[src/rtl/alarm_ring_ctrl.sv]
// alarm_ring_ctrl: alarm sequencer driving buzzer beeps, stop/snooze handling and auto-silence.
module alarm_ring_ctrl #(
   parameter int RING_TIMEOUT_S = 60,
   parameter int SNOOZE_S       = 300,
   parameter int SNOOZE_MAX     = 3,
   parameter int TW             = 9
) (
   input  logic          clk,
   input  logic          reset,
   input  logic          tick_1hz,
   input  logic          tick_beep,
   input  logic          flag_alarm,
   input  logic          alarm_armed,
   input  logic          snooze_press,
   input  logic          stop_press,
   output logic          buzzer,
   output logic          ringing,
   output logic          snoozing,
   output logic [TW-1:0] snooze_left,
   output logic [1:0]    snooze_used
);
   typedef enum logic [1:0] {IDLE, RINGING, SNOOZE} state_t;
   localparam logic [TW-1:0] RING_LAST   = TW'(RING_TIMEOUT_S - 1);
   localparam logic [TW-1:0] SNOOZE_INIT = TW'(SNOOZE_S);
   localparam logic [1:0]    USED_MAX    = 2'(SNOOZE_MAX);
   state_t state, state_n;
   logic flag_prev, trigger, beep_phase, beep_n, buzzer_n;
   logic [TW-1:0] ring_cnt, ring_n, left_n;
   logic [1:0] used_n;
   assign trigger  = flag_alarm & ~flag_prev;
   assign ringing  = state == RINGING;
   assign snoozing = state == SNOOZE;
   always_comb begin
      state_n = state;
      ring_n  = ring_cnt;
      left_n  = snooze_left;
      used_n  = snooze_used;
      beep_n  = beep_phase;
      if (!alarm_armed)
         state_n = IDLE;
      else if (state == IDLE) begin
         if (trigger) state_n = RINGING;
      end else if (state == RINGING) begin
         if (stop_press)
            state_n = IDLE;
         else if (snooze_press && snooze_used < USED_MAX) begin
            state_n = SNOOZE;
            used_n  = snooze_used + 2'd1;
            left_n  = SNOOZE_INIT;
         end else if (tick_1hz && ring_cnt == RING_LAST)
            state_n = IDLE;
         else begin
            ring_n = (tick_1hz && ring_cnt != RING_LAST) ? ring_cnt + TW'(1) : ring_cnt;
            beep_n = tick_beep ? ~beep_phase : beep_phase;
         end
      end else begin
         if (stop_press)
            state_n = IDLE;
         else if (tick_1hz && snooze_left == TW'(1)) begin
            state_n = RINGING;
            left_n  = '0;
         end else if (tick_1hz && snooze_left != '0)
            left_n = snooze_left - TW'(1);
      end
      // Entry side effects are applied last so every path into a state gets them.
      if (state_n == IDLE) used_n = '0;
      if (state_n != SNOOZE) left_n = '0;
      if (state_n == RINGING && state != RINGING) begin
         ring_n = '0;
         beep_n = 1'b1;
      end
      buzzer_n = (state_n == RINGING) & beep_n;
   end
   always_ff @(posedge clk) begin
      if (reset) begin
         state       <= IDLE;
         flag_prev   <= 1'b0;
         beep_phase  <= 1'b0;
         ring_cnt    <= '0;
         snooze_left <= '0;
         snooze_used <= '0;
         buzzer      <= 1'b0;
      end else begin
         state       <= state_n;
         flag_prev   <= flag_alarm;
         beep_phase  <= beep_n;
         ring_cnt    <= ring_n;
         snooze_left <= left_n;
         snooze_used <= used_n;
         buzzer      <= buzzer_n;
      end
   end
endmodule

[config.mk]
export PLATFORM = sky130hd
export DESIGN_NAME = alarm_ring_ctrl
export DESIGN_NICKNAME = d
export VERILOG_FILES = /design/src/rtl/alarm_ring_ctrl.sv
export SDC_FILE = /design/constraint.sdc
export NUM_CORES = 1
export LEC_CHECK = 0
export ABC_AREA = 1
export CORE_MARGIN = 2
export CORE_UTILIZATION = 45
export DETAILED_ROUTE_END_ITERATION = 10
export GPL_ROUTABILITY_DRIVEN = 0
export PLACE_DENSITY = 0.74
export RECOVER_POWER = 50
export SLEW_MARGIN = 20
export SYNTH_ARGS = -nofsm -noshare
export SYNTH_HDL_FRONTEND = slang
export SYNTH_SLANG_ARGS = --single-unit
export TNS_END_PERCENT = 10
[constraint.sdc]
create_clock -name clk -period 2.6 [get_ports clk]
set_input_delay 0.78 -clock clk [delete_from_list [all_inputs] [get_ports clk]]
set_output_delay 0.78 -clock clk [all_outputs]
set_load 0.005 [all_outputs]
==> impl_metrics.json <==
{
  "dieArea_mm2": 0.00381,
  "row_count": 20,
  "vias": 1331,
  "port_buffers": 21,
  "drc": 0,
  "crit_path_start": "state[1]",
  "place_area_mm2": 0.00175,
  "cp.required_ns": 1.82,
  "endpoint_kind": "output pin",
  "grt_max_degree": 16,
  "yosysWarnings": 0,
  "power_density_mw_per_mm2": 351,
  "skew_ns": 0.00884,
  "die_h_um": 61.7,
  "ctsHoldBuffers": 0,
  "relSlewSlack": 0.714,
  "synth_ff_type": "dfxtp_1",
  "fp.dieW_um": 61.7,
  "tns_ns": 0,
  "avgSynthCellArea_um2": 6.84,
  "synth_most_common_cell": "nand2_1",
  "cts_made_buffers": 3,
  "ys_seq_elements": 25,
  "worstMarginPinSlew_ns": 0.429,
  "areaGrowthSynthToFinish_pct": 17.8,
  "period_share": 0.884,
  "wirelength_um": 2840,
  "async_flop_share": 0,
  "cts_root_buf": "clkbuf_4",
  "core_mm2": 0.00310,
  "slew_viol_final": 0,
  "htreeDepth": 1,
  "cp-endpoint": "ringing",
  "ff2ff_setup_slack_ns": 0.68,
  "cts_setup_buffers": 0,
  "design_area_mm2": 0.00176,
  "setup_viol": 0,
  "critPathLaunchType": "flip-flop",
  "synth_common_cells": "45 x nand2_1, 41 x inv_1, 26 x nor2_1",
  "synth_seq_area_share": 0.334,
  "finish.net_count": 257,
  "ctsResizeCount": 0,
  "dp_cells": 283,
  "synthTopCellsByArea": "dfxtp_1 33%, nand2_1 11%, inv_1 10%",
  "cts.sinks": 25,
  "start_util": 0.483,
  "dr.pass1.iters": 4,
  "overflow": 0,
  "cts_tree": "built",
  "wl_per_cell_um": 9.91,
  "critPathKind": "reg2out",
  "r2r_cells": 9,
  "fin_crit_ns": 2.30,
  "num_io_pins": 22,
  "clock_path_buffers": 2,
  "synth_edf_count": 0,
  "antenna_found_initial": 0,
  "grt_setup_unrepaired": "false",
  "ys_types": 26,
  "clk_latency_ns": 0.33,
  "crit_arrival_ns": 1.52,
  "hold_class": "reg2reg",
  "syn_nets": 232,
  "r2r-end": "ring_cnt[5]",
  "netlist.area_leader.share": 0.334,
  "place_hpwl_um": 2220,
  "worst-path-max-fanout": 10,
  "status": "finished, final reports clean",
  "finalPower_uw": 619,
  "hold_viol_final": 0,
  "leakagePower_uw": 0.000756,
  "grt_pass1_vias": 1226,
  "netlist_area_mm2": 0.00150,
  "grt_pass1_wl_um": 5180,
  "yosys.area.top_type": "dfxtp_1",
  "ir_worst_vdd_uv": 227,
  "grt_usage": 0.181,
  "final_cells": 287,
  "antenna_left": 0,
  "diodes": 0,
  "fillCellCount": 320,
  "first_iter_violations": 69,
  "rr_startpoint": "snooze_left[1]",
  "clk_pin_slew_ns": 0.14,
  "netlist_instances": 219,
  "fmax_ghz": 0.435,
  "routed_via_density": 4.64,
  "drive_above_1_share": 0.0864,
  "maxCapViolations": 0
}
## worst min path at each step
stage	start	to	slack (ns)	cells after the start
final	snooze_used[1]	snooze_used[1]	0.49	2
after floorplan	snooze_used[1]	snooze_used[1]	0.47	2
after detailed placement	snooze_used[1]	snooze_used[1]	0.48	2
after CTS	snooze_used[1]	snooze_used[1]	0.50	2
after global placement	snooze_used[1]	snooze_used[1]	0.47	2
after global routing	snooze_used[1]	snooze_used[1]	0.54	2
## area by class of cell
| cell class | count | area, um2 | area share |
|---|---|---|---|
| multi-input cells | 149 | 803 | 0.455 |
| flip-flops and latches | 25 | 500 | 0.284 |
| repair buffers | 22 | 218 | 0.123 |
| inverters | 43 | 161 | 0.0915 |
| well taps | 44 | 55.1 | 0.0312 |
| clock buffers | 4 | 26.3 | 0.0149 |
## power breakdown
group | internal (uW) | switching [uW] | leakage (uW)
clock | 60.2 | 118 | 0.0000150
combinational | 22.2 | 29.7 | 0.000539
sequential | 387 | 2.01 | 0.000202
total | 470 | 150 | 0.000756
## flip-flops by register name, indices dropped and copies added (netlist names)
name,count
flag_prev,1
beep_phase,1
ring_cnt,9
buzzer,1
state,2
snooze_used,2
snooze_left,9
## cell usage in the layout, fill, tap and decap left out, types with 3 or more instances in the layout
cell,instances
nor2_2,4
nor3_1,4
ha_1,5
nand4_1,5
inv_1,41
nand2_2,6
xor2_1,8
dfxtp_1,25
xnor2_1,3
nand2_1,46
nand3_1,9
nor2_1,27
o21ai_0,12
clkdlybuf4s50_1,8
clkbuf_4,3
a21oi_1,9
dlygate4sd3_1,13
## through the flow
stage | hold WS (ns) | setup WS [ns] | util
finish | 0.491 | 0.302 | 0.569
global route | 0.535 | 0.114 | 0.569
CTS | 0.497 | 0.287 | 0.572
detailed placement | 0.477 | 0.0832 | 0.563
global placement | 0.473 | 0.112 | 0.563
floorplan | 0.470 | 0.739 | -
## per-layer routing
| metal | track usage | part of all wire | vias up |
|---|---|---|---|
| li1 | - | - | 734 |
| met1 | 0.266 | 0.54 | 566 |
| met2 | 0.266 | 0.41 | 26 |
| met3 | 0.0269 | 0.038 | 5 |
| met4 | 0.0729 | 0.017 | 0 |
| met5 | 0 | 0 | - |
## cells by family (layout without fill, tap and decap cells)
group | count (synthesis) | count (layout) | synth area share
simple gates | 106 | 106 | 0.328
buf+inv | 45 | 69 | 0.123
compound gates | 27 | 27 | 0.109
flops | 25 | 25 | 0.334
xor+xnor | 11 | 11 | 0.0643
fa+ha+maj | 5 | 5 | 0.0418
## critical path, stage by stage (launching register included)
cell and delay, ns:
dfxtp_1 0.34, inv_1 0.09, nand2_2 0.15, inv_1 0.11, clkdlybuf4s50_1 0.50
Note: power is estimated with default switching activity, not from simulation.
